===== config.mk =====
export PLATFORM = sky130hd
export DESIGN_NAME = x_top_rv32i_rf_ctrl
export DESIGN_NICKNAME = d
export VERILOG_FILES = /design/src/rtl/x_top_rv32i_rf_ctrl.sv
export SDC_FILE = /design/constraint.sdc
export NUM_CORES = 1
export LEC_CHECK = 0
export CAP_MARGIN = 20
export CORE_ASPECT_RATIO = 0.75
export CORE_UTILIZATION = 25
export CTS_BUF_LIST = sky130_fd_sc_hd__clkbuf_8
export DETAILED_ROUTE_END_ITERATION = 10
export SLEW_MARGIN = 30
export SYNTH_ARGS = -nofsm -noshare
export SYNTH_HDL_FRONTEND = slang
export SYNTH_SLANG_ARGS = --single-unit

===== constraint.sdc =====
create_clock -name i_clk -period 4.78 [get_ports i_clk]
set_input_delay 1.434 -clock i_clk [delete_from_list [all_inputs] [get_ports i_clk]]
set_output_delay 1.434 -clock i_clk [all_outputs]
set_load 0.05 [all_outputs]

===== src/rtl/x_top_rv32i_rf_ctrl.sv =====
// Core-side access sequencer for the rv32i register file: arbitrates operand reads and
// writebacks onto the single RF slot and returns read data through a buffered response port.
module x_top_rv32i_rf_ctrl #(
  parameter int unsigned STARVE_MAX = 4
) (
  input  logic        i_clk,
  input  logic        i_nrst,
  input  logic        i_rd_req_valid,
  output logic        o_rd_req_ready,
  input  logic [4:0]  i_rd_req_rs1,
  input  logic [4:0]  i_rd_req_rs2,
  output logic        o_rd_rsp_valid,
  input  logic        i_rd_rsp_ready,
  output logic [31:0] o_rd_rsp_rs1_data,
  output logic [31:0] o_rd_rsp_rs2_data,
  input  logic        i_wr_valid,
  output logic        o_wr_ready,
  input  logic [4:0]  i_wr_rd,
  input  logic [31:0] i_wr_data,
  output logic        o_rf_wnr,
  output logic [4:0]  o_rf_rs1,
  output logic [4:0]  o_rf_rs2,
  output logic [4:0]  o_rf_rd,
  output logic [31:0] o_rf_rd_data,
  input  logic [31:0] i_rf_rs1_data,
  input  logic [31:0] i_rf_rs2_data
);

  typedef enum logic [1:0] {
    ST_IDLE = 2'd0,
    ST_LIVE = 2'd1,
    ST_HOLD = 2'd2
  } state_e;

  state_e      state_r;
  logic [3:0]  starve_r;
  logic [31:0] hold_rs1_r;
  logic [31:0] hold_rs2_r;
  logic        rsp_valid_r;

  logic wr_real_s;
  logic starved_s;
  logic slot_free_s;
  logic read_cand_s;
  logic force_rd_s;
  logic wr_grant_s;
  logic rd_ready_s;
  logic rd_issue_s;

  // Arbitration of the shared RF slot between writeback and operand read
  always_comb begin
    wr_real_s   = i_wr_valid & (i_wr_rd != 5'd0);
    starved_s   = (starve_r == 4'(STARVE_MAX));
    slot_free_s = (state_r == ST_IDLE) | ((state_r == ST_LIVE) & i_rd_rsp_ready);
    read_cand_s = i_rd_req_valid & slot_free_s;
    force_rd_s  = read_cand_s & starved_s;
    wr_grant_s  = wr_real_s & ~force_rd_s;
    // Ready is formed without i_rd_req_valid so the handshake has no valid->ready loop
    rd_ready_s  = slot_free_s & (~wr_real_s | starved_s);
    rd_issue_s  = i_rd_req_valid & rd_ready_s;
  end

  assign o_rd_req_ready = rd_ready_s;
  assign o_wr_ready     = ~force_rd_s;
  assign o_rd_rsp_valid = rsp_valid_r;

  // RF slot drive: write, read issue, or all-zero idle
  always_comb begin
    o_rf_wnr     = 1'b0;
    o_rf_rd      = 5'd0;
    o_rf_rd_data = 32'd0;
    o_rf_rs1     = 5'd0;
    o_rf_rs2     = 5'd0;
    if (wr_grant_s) begin
      o_rf_wnr     = 1'b1;
      o_rf_rd      = i_wr_rd;
      o_rf_rd_data = i_wr_data;
    end else if (rd_issue_s) begin
      o_rf_rs1 = i_rd_req_rs1;
      o_rf_rs2 = i_rd_req_rs2;
    end else begin
      o_rf_wnr = 1'b0;
    end
  end

  // Response data: live RF data right after issue, buffered copy once backpressured
  always_comb begin
    case (state_r)
      ST_LIVE: begin
        o_rd_rsp_rs1_data = i_rf_rs1_data;
        o_rd_rsp_rs2_data = i_rf_rs2_data;
      end
      ST_HOLD: begin
        o_rd_rsp_rs1_data = hold_rs1_r;
        o_rd_rsp_rs2_data = hold_rs2_r;
      end
      default: begin
        o_rd_rsp_rs1_data = 32'd0;
        o_rd_rsp_rs2_data = 32'd0;
      end
    endcase
  end

  // Response FSM, hold buffer and read-starvation counter
  always_ff @(posedge i_clk or negedge i_nrst) begin
    if (!i_nrst) begin
      state_r     <= ST_IDLE;
      rsp_valid_r <= 1'b0;
      hold_rs1_r  <= 32'd0;
      hold_rs2_r  <= 32'd0;
      starve_r    <= 4'd0;
    end else begin
      case (state_r)
        ST_IDLE: begin
          if (rd_issue_s) begin
            state_r     <= ST_LIVE;
            rsp_valid_r <= 1'b1;
          end else begin
            state_r     <= ST_IDLE;
            rsp_valid_r <= 1'b0;
          end
        end
        ST_LIVE: begin
          if (i_rd_rsp_ready) begin
            state_r     <= rd_issue_s ? ST_LIVE : ST_IDLE;
            rsp_valid_r <= rd_issue_s;
          end else begin
            // RF data is only valid this cycle, so it must be captured now
            hold_rs1_r  <= i_rf_rs1_data;
            hold_rs2_r  <= i_rf_rs2_data;
            state_r     <= ST_HOLD;
            rsp_valid_r <= 1'b1;
          end
        end
        ST_HOLD: begin
          if (i_rd_rsp_ready) begin
            state_r     <= ST_IDLE;
            rsp_valid_r <= 1'b0;
          end else begin
            state_r     <= ST_HOLD;
            rsp_valid_r <= 1'b1;
          end
        end
        default: begin
          state_r     <= ST_IDLE;
          rsp_valid_r <= 1'b0;
        end
      endcase

      if (rd_issue_s) begin
        starve_r <= 4'd0;
      end else if (read_cand_s && wr_grant_s && !starved_s) begin
        starve_r <= starve_r + 4'd1;
      end else begin
        starve_r <= starve_r;
      end
    end
  end

endmodule


==> flow_metrics.py <==
metrics = {
    "cells_and_area": {
        "mostFrequentLayoutCells": "sky130_fd_sc_hd__clkdlybuf4s50_1 (171), sky130_fd_sc_hd__dfrtp_1 (71), sky130_fd_sc_hd__a22oi_1 (64), sky130_fd_sc_hd__nor2b_1 (64), sky130_fd_sc_hd__mux2_1 (64)",
        "diode_insertion_count_for_antenna_repair": 0,
        "final_common_cell": "sky130_fd_sc_hd__clkdlybuf4s50_1",
        "nNetsFinal": 727,
        "drive_gt1_share_pct": 20.4,
        "area_growth_syn_to_layout_pct": 76.2,
        "layoutNonFillerInstCount": 819,
    },
    "sta": {
        "clock.fmax_mhz": 212,
        "final-hold-violation-count": 0,
        "rsz0062_at_grt": "false",
        "worst_pin_slew_ns": 0.712,
        "number_of_max_slew_violations_in_the_final_report": 0,
        "finalWorstPathRequiredPeriod_ns": 4.71,
        "relSlewSlack_pct": 52.5,
        "finalClockSkew_ns": 0.0149,
        "period_share_pct": 98.6,
        "worst_hold_slack_ns": 0.487,
        "setup-violations-final": 0,
    },
    "grt": {
        "grt_max_degree": 72,
        "grt_use_total_pct": 15.4,
        "grt_pass1_wl_um": 21200,
        "initial_antenna_violation_count": 0,
        "overflow": 0,
        "vias_in_the_first_global_route": 3843,
    },
    "route": {
        "drc_errors": 0,
        "initialDrtViolationCount": 115,
        "drtAntennaViolNets": 0,
        "drt_pass1_iterations": 4,
        "post_drt_via_cell_ratio": 4.60,
        "drt_wl_total_um": 13300,
        "routed-via-count": 3767,
        "routedWlPerCell_um": 16.3,
    },
    "clock_network": {
        "ctsLongestPathBuffers": 2,
        "cts_hold_bufs": 0,
        "cts_setup_buffers": 0,
        "clk_latency_ns": 0.34,
        "htree_levels": 3,
        "clock_tree_from_tritoncts": "done",
        "clockRootBuffer": "sky130_fd_sc_hd__clkbuf_8",
        "clkSinkCount": 71,
        "numCtsBuffers": 9,
        "post_cts_resize_count": 1,
        "cts.reportedPaths.clkPinSlew_ns": 0.07,
    },
    "setup_path": {
        "cp-start-kind": "input port",
        "setup.worst_path.start": "i_wr_rd[1]",
        "critical_path_peak_fanout": 18,
        "crit_type": "input port to output pin",
        "timing.critical_path.arrival_ns": 3.28,
        "timing.critical_path.to_type": "output pin",
        "r2r.worst_path.cells": 6,
        "cp_data_required_time_ns": 3.35,
        "critical_path.reg2reg.startpoint": "state_r[1]$_DFF_PN0_",
    },
    "run_status": {
        "status": "complete, no violations",
    },
    "synth": {
        "ys.warnings.count": 0,
        "synth_top_area_cell": "sky130_fd_sc_hd__dfrtp_1",
        "synth_ff_type": "sky130_fd_sc_hd__dfrtp_1",
        "post_synth_main_area_contributors": "sky130_fd_sc_hd__dfrtp_1 (42%), sky130_fd_sc_hd__mux2_1 (17%), sky130_fd_sc_hd__a22oi_1 (11%)",
        "synth_edf_count": 0,
        "synthDistinctLibCells": 36,
        "postSynthCellCount": 383,
        "synth_top_area_share_pct": 42.2,
        "synth.cell_area_um2": 4210,
        "fraction_of_synthesis_flops_using_an_asynchronous_set_or_reset_pin_pct": 100,
        "synth_seq_area_share_pct": 42.2,
        "avg_cell_area_syn_um2": 11.0,
        "synth.net_count": 505,
        "synth_seq_cells": 71,
    },
    "power": {
        "totalPowerFinal_uw": 2460,
        "power_density_nw_per_um2": 332,
        "irDropWorstVdd_mv": 0.158,
        "cellLeakagePower_uw": 0.00291,
    },
    "floorplanning": {
        "initial_core_util_pct": 26.0,
        "pin_count": 231,
        "coreArea_um2": 16200,
        "rows": 40,
        "floorplan_die_height_um": 114,
        "die_area_um2": 17400,
        "die_w_um": 152,
    },
    "run": {
        "maxCapViolCount": 0,
    },
    "placement": {
        "final_replace_weighted_congestion": 0.790,
        "number_of_buffers_inserted_by_port_buffering": 230,
        "dp_hpwl_um": 9810,
        "place.detailed.instances": 803,
    },
    "min_path": {
        "min_from": "hold_rs1_r[0]$_DFFE_PN0P_",
        "hold-path-cell-count": 1,
        "hold_path.class": "flop to flop",
    },
}
through the flow:
step	TNS (ns)	setup slack (ns)	util, %	area, µm²
floorplan	0	0.292	-	4210
global placement	-2.64	-0.0857	44.3	7190
detailed placement	-4.03	-0.149	44.3	7190
CTS	0	0.0594	45.7	7410
global route	0	0.00229	45.7	7420
finish	0	0.0653	45.7	7420
synth_stat cells, types with 2 or more instances:
library cell / count
sky130_fd_sc_hd__and2_4: 26
sky130_fd_sc_hd__and3_1: 12
sky130_fd_sc_hd__buf_2: 8
sky130_fd_sc_hd__inv_1: 4
sky130_fd_sc_hd__nand2_1: 4
sky130_fd_sc_hd__o21ai_1: 2
sky130_fd_sc_hd__mux2_1: 64
sky130_fd_sc_hd__a22oi_1: 64
sky130_fd_sc_hd__ha_1: 6
sky130_fd_sc_hd__buf_1: 7
sky130_fd_sc_hd__dfrtp_1: 71
sky130_fd_sc_hd__nor2_1: 3
sky130_fd_sc_hd__nor2b_1: 65
sky130_fd_sc_hd__and2_1: 9
sky130_fd_sc_hd__buf_6: 4
sky130_fd_sc_hd__clkbuf_1: 14
critical path, cell delays in order:
cell and delay (ns):
sky130_fd_sc_hd__clkdlybuf4s50_1 0.43, sky130_fd_sc_hd__or4_4 0.59, sky130_fd_sc_hd__o21ai_4 0.27, sky130_fd_sc_hd__a21oi_4 0.15, sky130_fd_sc_hd__and2_1 0.24, sky130_fd_sc_hd__buf_12 0.15
state kept, by name (all words and copies together) (netlist names):
name and count:
hold_rs1_r 32, hold_rs2_r 32, starve_r 4, state_r 2, o_rd_rsp_valid 1
power breakdown:
| part | internal [µW] | total (µW) | switching, µW |
|---|---|---|---|
| Clock | 290 | 516 | 226 |
| Sequential | 828 | 945 | 117 |
| Combinational | 489 | 999 | 510 |
| Total | 1610 | 2460 | 854 |
final timing paths:
path                            slack [ns]                    endpoint
worst max-delay path                  0.07            o_rf_rd_data[31]
worst min register to register        0.49   hold_rs1_r[0]$_DFFE_PN0P_
max in group asynchronous             3.24   hold_rs2_r[6]$_DFFE_PN0P_
worst min-delay path                  0.49   hold_rs1_r[0]$_DFFE_PN0P_
min in group asynchronous             1.10  hold_rs1_r[20]$_DFFE_PN0P_
worst max register to register        2.31  hold_rs1_r[13]$_DFFE_PN0P_
logic make-up (layout without fill, tap and decap cells):
family,after synthesis,count (layout),synth area share [%]
AOI/OAI and AO/OA,75,76,14.1
adders and majority gates,6,6,1.78
buffers and inverters,38,263,4.34
DFF,71,71,42.2
muxes,64,64,17.1
and+or+nand+nor,129,129,20.5
routing by layer:
| metal | vias up | GRT usage (%) | wire length (µm) | part of all wire (%) |
|---|---|---|---|---|
| met1 | 1839 | 20.7 | 6260 | 47 |
| met5 | - | 0 | 0 | 0 |
| met3 | 12 | 3.22 | 565 | 4.2 |
| met2 | 116 | 25.2 | 6350 | 48 |
| met4 | 0 | 3.53 | 143 | 1.1 |
| li1 | 1800 | - | - | - |
final cells by class:
cell class	instances	area, µm²
Fill cell	1501	8800
Clock inverter	6	87.6
Multi-Input combinational cell	275	2280
Sequential cell	71	1780
Inverter	5	18.8
Tap cell	210	263
Timing Repair Buffer	243	2870
Clock buffer	9	124
Power figures use the tool's default switching activity.
